<file path="config.mk">
export PLATFORM = sky130hd
export DESIGN_NAME = sha3_pad
export DESIGN_NICKNAME = d
export VERILOG_FILES = /design/src/rtl/sha3_pkg.sv /design/src/rtl/sha3_pad.sv
export SDC_FILE = /design/constraint.sdc
export NUM_CORES = 1
export LEC_CHECK = 0
export ABC_CLOCK_PERIOD_IN_PS = 27700
export CORE_MARGIN = 1
export CORE_UTILIZATION = 43
export CTS_CLUSTER_DIAMETER = 150
export DETAILED_ROUTE_END_ITERATION = 8
export MAX_ROUTING_LAYER = met4
export PLACE_DENSITY = 0.69
export SYNTH_ARGS = -nofsm -noshare
export SYNTH_HDL_FRONTEND = slang
export SYNTH_SLANG_ARGS = --single-unit
</file>
<file path="constraint.sdc">
create_clock -name clk -period 27.7 [get_ports clk]
set_input_delay 5.54 -clock clk [delete_from_list [all_inputs] [get_ports clk]]
set_output_delay 5.54 -clock clk [all_outputs]
set_load 0.05 [all_outputs]
</file>
<file path="src/rtl/sha3_pkg.sv">
// sha3_pkg -- shared constants, types and helpers for the SHA-3 padding block.
//   SHA3_DSEP   : domain-separation byte placed right after the message (0x06)
//   SHA3_PADEND : bit set in the last byte of the final rate block (0x80)
//   state_t     : padder state encoding
//   rate_bits() : Keccak-f[1600] rate for a given digest width
package sha3_pkg;

    localparam logic [7:0] SHA3_DSEP   = 8'h06;
    localparam logic [7:0] SHA3_PADEND = 8'h80;

    typedef enum logic [1:0] {
        FILL     = 2'd0,
        EMIT     = 2'd1,
        EMIT_PAD = 2'd2
    } state_t;

    function automatic int rate_bits(input int d);
        return 1600 - 2 * d;
    endfunction

endpackage

</file>
<file path="src/rtl/sha3_pad.sv">
// sha3_pad -- collects message bytes into R-bit rate blocks and applies
// SHA-3 padding (0x06 ... 0x80) to the final block.
//   clk, reset          : clock, asynchronous active-high reset
//   in_valid/in_ready   : byte-stream handshake, in_data byte, in_last marks end
//   blk_valid/blk_ready : block handshake to the keccak core
//   blk_data            : padded rate block, byte 0 in the most significant byte
//   blk_last            : final block of the message
// blk_data feeds the keccak message input directly; blk_valid && blk_ready
// is the keccak enable.
module sha3_pad
    import sha3_pkg::*;
#(
    parameter  int D = 512,
    localparam int R = rate_bits(D)
) (
    input  logic         clk,
    input  logic         reset,
    input  logic         in_valid,
    output logic         in_ready,
    input  logic [7:0]   in_data,
    input  logic         in_last,
    output logic         blk_valid,
    input  logic         blk_ready,
    output logic [R-1:0] blk_data,
    output logic         blk_last
);

    localparam int NB = R / 8;
    localparam int CW = $clog2(NB);
    localparam int SW = $clog2(R);

    // Stand-alone pad block used when the message ends exactly on a block boundary.
    localparam logic [R-1:0] PAD_BLK = {SHA3_DSEP, {(R-16){1'b0}}, SHA3_PADEND};

    state_t          state;
    logic [CW-1:0]   cnt;
    logic            pad_pend;
    logic            accept;
    logic            fire;
    logic            last_slot;
    logic [SW-1:0]   sh_data;
    logic [SW-1:0]   sh_sep;
    logic [R-1:0]    fill_data;

    assign in_ready  = (state == FILL);
    assign blk_valid = (state != FILL);
    assign accept    = in_valid && in_ready;
    assign fire      = blk_valid && blk_ready;
    assign last_slot = (cnt == CW'(NB - 1));

    // Unwritten bytes of blk_data are always zero (cleared after each block),
    // so new bytes and pad bytes can simply be OR-ed into place. When the
    // separator lands in byte NB-1 the OR yields 0x86.
    always_comb begin
        sh_data   = SW'(R - 8 - 8 * int'(cnt));
        sh_sep    = SW'(R - 16 - 8 * int'(cnt));
        fill_data = blk_data | ({{(R-8){1'b0}}, in_data} << sh_data);
        if (in_last && !last_slot) begin
            fill_data = fill_data
                      | ({{(R-8){1'b0}}, SHA3_DSEP} << sh_sep)
                      | {{(R-8){1'b0}}, SHA3_PADEND};
        end
    end

    always_ff @(posedge clk or posedge reset) begin
        if (reset) begin
            state    <= FILL;
            cnt      <= '0;
            pad_pend <= 1'b0;
            blk_data <= '0;
            blk_last <= 1'b0;
        end else begin
            case (state)
                FILL: begin
                    if (accept) begin
                        blk_data <= fill_data;
                        if (last_slot || in_last) begin
                            state    <= EMIT;
                            blk_last <= in_last && !last_slot;
                            // Full block ended the message: padding needs a block of its own.
                            pad_pend <= in_last && last_slot;
                        end else begin
                            cnt <= cnt + CW'(1);
                        end
                    end
                end
                EMIT: begin
                    if (fire) begin
                        cnt <= '0;
                        if (pad_pend) begin
                            state    <= EMIT_PAD;
                            blk_data <= PAD_BLK;
                            blk_last <= 1'b1;
                            pad_pend <= 1'b0;
                        end else begin
                            state    <= FILL;
                            blk_data <= '0;
                            blk_last <= 1'b0;
                        end
                    end
                end
                EMIT_PAD: begin
                    if (fire) begin
                        state    <= FILL;
                        cnt      <= '0;
                        blk_data <= '0;
                        blk_last <= 1'b0;
                    end
                end
                default: state <= FILL;
            endcase
        end
    end

endmodule

</file>
* Yosys cells after proc, flatten, opt, wreduce, memory -nomap -nowiden
Index checks and enable logic that the tools add are counted.
** Cells by class
- $add $sub $neg :: 3
- Eq/ne operators :: 9
- Shifts and indexed selects :: 2
- Muxes and demuxes :: 25
- Bitwise gates (word level) :: 2
- Reduce and logical (&&, ||, !) cells :: 17
** Operators with widths (count)
- $mux W576 :: 4
- $pmux W576 S3 :: 1
- $or A576 B576 Y576 :: 2
- $shl A3 B10 Y576 const A :: 1
- $shl A8 B10 Y576 :: 1
- $mux W571 :: 1
- $mux W7 :: 3
- $sub A10 B10 Y10 const A :: 2
- $reduce_and A4 Y1 :: 4
- $pmux W7 S2 :: 1
- $mux W2 :: 5
- $add A7 B1 Y7 const B :: 1
- $eq A7 B7 Y1 const B :: 1
- $mux W1 :: 7
- $ne A2 B1 Y1 const B :: 3
- $ne A2 B2 Y1 const B :: 3
- $pmux W2 S3 :: 1
- $reduce_bool A2 Y1 :: 3
- $reduce_and A5 Y1 :: 1
- $logic_and A1 B1 Y1 :: 4
- $pmux W1 S3 :: 1
- $reduce_bool A3 Y1 :: 1
- $eq A2 B1 Y1 const B :: 1
- $eq A2 B2 Y1 const B :: 1
- other kinds (5) :: 5
** Word-level totals
- Bits in registers :: 587
- Input bits :: 13
- Output and inout bits :: 579
- Word-level logic and storage cells :: 63

* Logic depth before layout (Yosys ltp)
- Word-level depth :: 7
- Gate-level depth with buffers :: 11
- Mapped depth without buffers :: 7

* Least setup slack after synthesis
Ideal clock, no wire load.
- Path kind :: input -> register
- Start :: input blk_ready
- End :: register blk_data[322]
- Setup time :: 0.069 ns
- Data arrival time :: 7.098 ns
- Required time :: 27.631 ns
- Setup slack :: 20.533 ns
- Stages :: 7
- Buffers on the path :: 2
- Path through :: nand2b_1 -> a211o_1 -> buf_6 -> or4_1 -> clkbuf_1 -> or3_1 -> nand3_1
** On the way
- Cells in the longest elaborated chain, start to end :: 3
- Elaborated cells between the ends (all ways) :: 4
- Those cells by class :: eq/ne (2); reduce/logical (2)
** RTL lines
- from (decl) :: line sha3_pad.sv:23 : input logic blk_ready,
- $logic_and A1 B1 Y1 (*) :: line sha3_pad.sv:48 : assign fire = blk_valid && blk_ready;
- $ne A2 B2 Y1 (no line)
- $reduce_and A4 Y1 (no line) (*)
- to (signal assigned) :: line sha3_pad.sv:76 : blk_data <= fill_data;
- to (decl) :: line sha3_pad.sv:24 : output logic [R-1:0] blk_data,
Every way passes the cells marked *; elsewhere a longest branch is shown, timed or not.
A chain may end at the register's enable or synchronous reset.

==> out/qor.yml <==
power:
  p_leak_nw: 14.29
  ir_worst_vdd_mv: 0.08033
  total_power_mw: 2.966
  powerDensity_nw_per_um2: 92.74
sta:
  final_hold_viol_count: 0
  fin_ws_ns: 19.07
  tns_ns: 0
  finalCritPeriodShare_pct: 31.15
  maxClockFrequency_mhz: 115.9
  period_minus_slack_ns: 8.629
  setup_violations: 0
  hold-worst-slack_ns: 0.4871
  tightest_slew_ns: 1.347
  finalMaxSlewViolations: 0
  rsz0062_at_grt: "false"
  slew-limit-headroom_pct: 9.850
  fin_skew_ns: 0.01473
worst_setup_path:
  crit_chain: "clkdlybuf4s50_1 -> inv_8 -> buf_4 -> buf_4 -> buf_4"
  crit_arrival_ns: 9.24
  criticalPathCategory: "in -> async"
  crit_top_cell: "buf_4"
  slowest_delay_ns: 0.88
  crit_path_start_kind: "input port"
  cpMaxStageDelayCell: "buf_4"
  crit_required_ns: 28.31
  cp_max_fo: 109
  crit_family: "buffers and inverters"
  endpoint_kind: "async pin"
  cp_num_buf_inv: 5
place:
  dp_cells: 3490
  port_buffers: 591
  place_area_um2: 29830
  gp_congestion: 0.9554
  hpwlAfterDp_mm: 61.62
  dp_slack_ns: 18.27
detailed_routing:
  firstDrtPassIters: 6
  via_per_inst: 5.880
  drc: 0
  vias: 21197
  detail_route.wl_per_cell_um: 25.17
  final_antenna_net_count: 0
  drtIter0Drc: 2582
  routed_wl_mm: 90.72
finish:
  instances_no_fill: 3605
  drive_gt1_share_pct: 6.570
  num-nets-final: 2880
  fin_area_um2: 31980
  fin_util_pct: 59.43
  area_growth_pct: 36.83
global_route:
  grt_pass1_wl_mm: 134.4
  grt_max_degree: 238
  track_usage_pct: 33.20
  use_met2_pct: 51.28
  grt-busiest-layer: "met2"
  antenna_found_initial: 1
  use_met3_pct: 7.094
  met1_usage_pct: 41.67
  overflow: 0
  grt_pass1_vias: 20557
clock_tree:
  cts_resized: 0
  clk_pin_slew_worst_paths_ns: 0.06
  post_cts_buffers: 0
  ctsHoldBuffers: 0
  tritoncts: "done"
  cts-htree-levels: 2
  cts_inserted_buffers: 60
  clkSinkCount: 587
  cts-root-buf: "clkbuf_16"
  insertion_delay_ns: 0.63
  cts.path.max_buffers: 3
logic_synthesis:
  synth-seq-cells: 587
  synth_top_family_by_area: "compound AO/OA/AOI/OAI gates"
  yosys-top-cells-count: "dfrtp_1 (587), a21oi_1 (577), nor2_1 (507)"
  synth-compound-area-share_pct: 17.84
  yosysMostFrequentCell: "dfrtp_1"
  synth_simple_gate_area_share_pct: 14.58
  yosysWarnings: 0
  synth_area_leaders: "dfrtp_1 (63%), a21oi_1 (12%), nor2_1 (8.1%)"
  ys_seq_area_share_pct: 62.84
  synthXorXnorAreaFrac_pct: 0.2195
  synth_top_area_share_pct: 62.84
  synthAdderAreaFrac_pct: 0.5888
  synth_fp_nets: 2385
  syn_avg_cell_area_um2: 9.900
  syn_inst: 2361
  ys_types: 59
  synthArstFlopShare_pct: 100.0
  muxShareOfSynthArea_pct: 0
  post-synth-top-area-cell: "dfrtp_1"
  netlist_area_um2: 23370
  synthFlopType: "dfrtp_1"
  synth_edf_count: 0
die:
  row_count: 85
  coreArea_um2: 53810
  die_h_um: 235.2
  initial_core_util_pct: 43.44
  die_x_um: 235.2
  die-area_um2: 55300
  ios: 592
run:
  maxCapViolations: 0
run_status:
  outcome: "finished, final reports clean"
min_path:
  hold_class: "reg -> reg"
-- report_power, final --
part	switching (mW)	internal, mW
logic	0.858	0.245
clock network	0.348	0.524
registers	0.0590	0.932
-- cell usage in the layout (no fill, tap or decap), drive strengths merged, types with 2 or more instances in the layout --
cell             n
inv             13
or4              2
o22ai           38
a32oi            5
clkinv          13
o311ai           3
nand3           36
a32o             2
o31ai            2
clkinvlp         5
clkdlybuf4s50  591
nor4            12
o21ai           46
o21a            13
nor3            57
o211ai           5
xnor2            4
or2              2
ha              11
nand2           64
or3              5
diode            2
o2bb2ai          2
buf             47
o211a            3
a21o             3
clkbuf          89
and2            17
and3            11
nand4           34
dfrtp          587
a41oi            5
a2111oi          3
nand2b           5
a21oi          577
nor2b           15
nand3b           2
bufinv           8
nor2           508
a31oi           51
-- sequential cells by signal, summed over array words and instances (netlist names) --
name	flops
blk_data	576
cnt	7
state	2
blk_last	1
pad_pend	1
-- logic make-up after synthesis --
group | count (synthesis)
and+or+nand+nor | 773
AOI/OAI and AO/OA | 765
xor gates and xnor gates | 5
DFF | 587
adders and majority gates | 11
buffers and inverters | 220
-- path summary, 6_finish.rpt --
kind                       slack [ns]                        end                 startpoint  cells after the start
setup / recovery                19.07  blk_data[348]$_DFFE_PP0P_                      reset                      5
hold / removal                   0.49  blk_data[328]$_DFFE_PP0P_  blk_data[328]$_DFFE_PP0P_                      1
setup reg to reg                23.81  blk_data[244]$_DFFE_PP0P_         cnt[3]$_DFFE_PP0P_                      8
hold reg to reg                  0.49  blk_data[328]$_DFFE_PP0P_  blk_data[328]$_DFFE_PP0P_                      1
max in group clk                19.69  blk_data[179]$_DFFE_PP0P_                  blk_ready                      6
min in group asynchronous        5.44  blk_data[554]$_DFFE_PP0P_                      reset                      2
-- layout make-up --
class | count | area, µm²
timing repair buffer | 638 | 6306
clock inverter | 24 | 344.1
fill | 4482 | 21830
clock buffer | 89 | 1803
multi-input combinational | 1554 | 7899
tap | 696 | 870.8
inverter | 15 | 63.81
antenna | 2 | 5.005
sequential | 587 | 14690
-- per-layer routing --
metal  vias up  wire (µm)
met3       235       7602
li1       9150          -
met2      1175      42980
met5         -          0
met1     10637      35520
met4         0       4616
(Power assumes the default switching activity.)
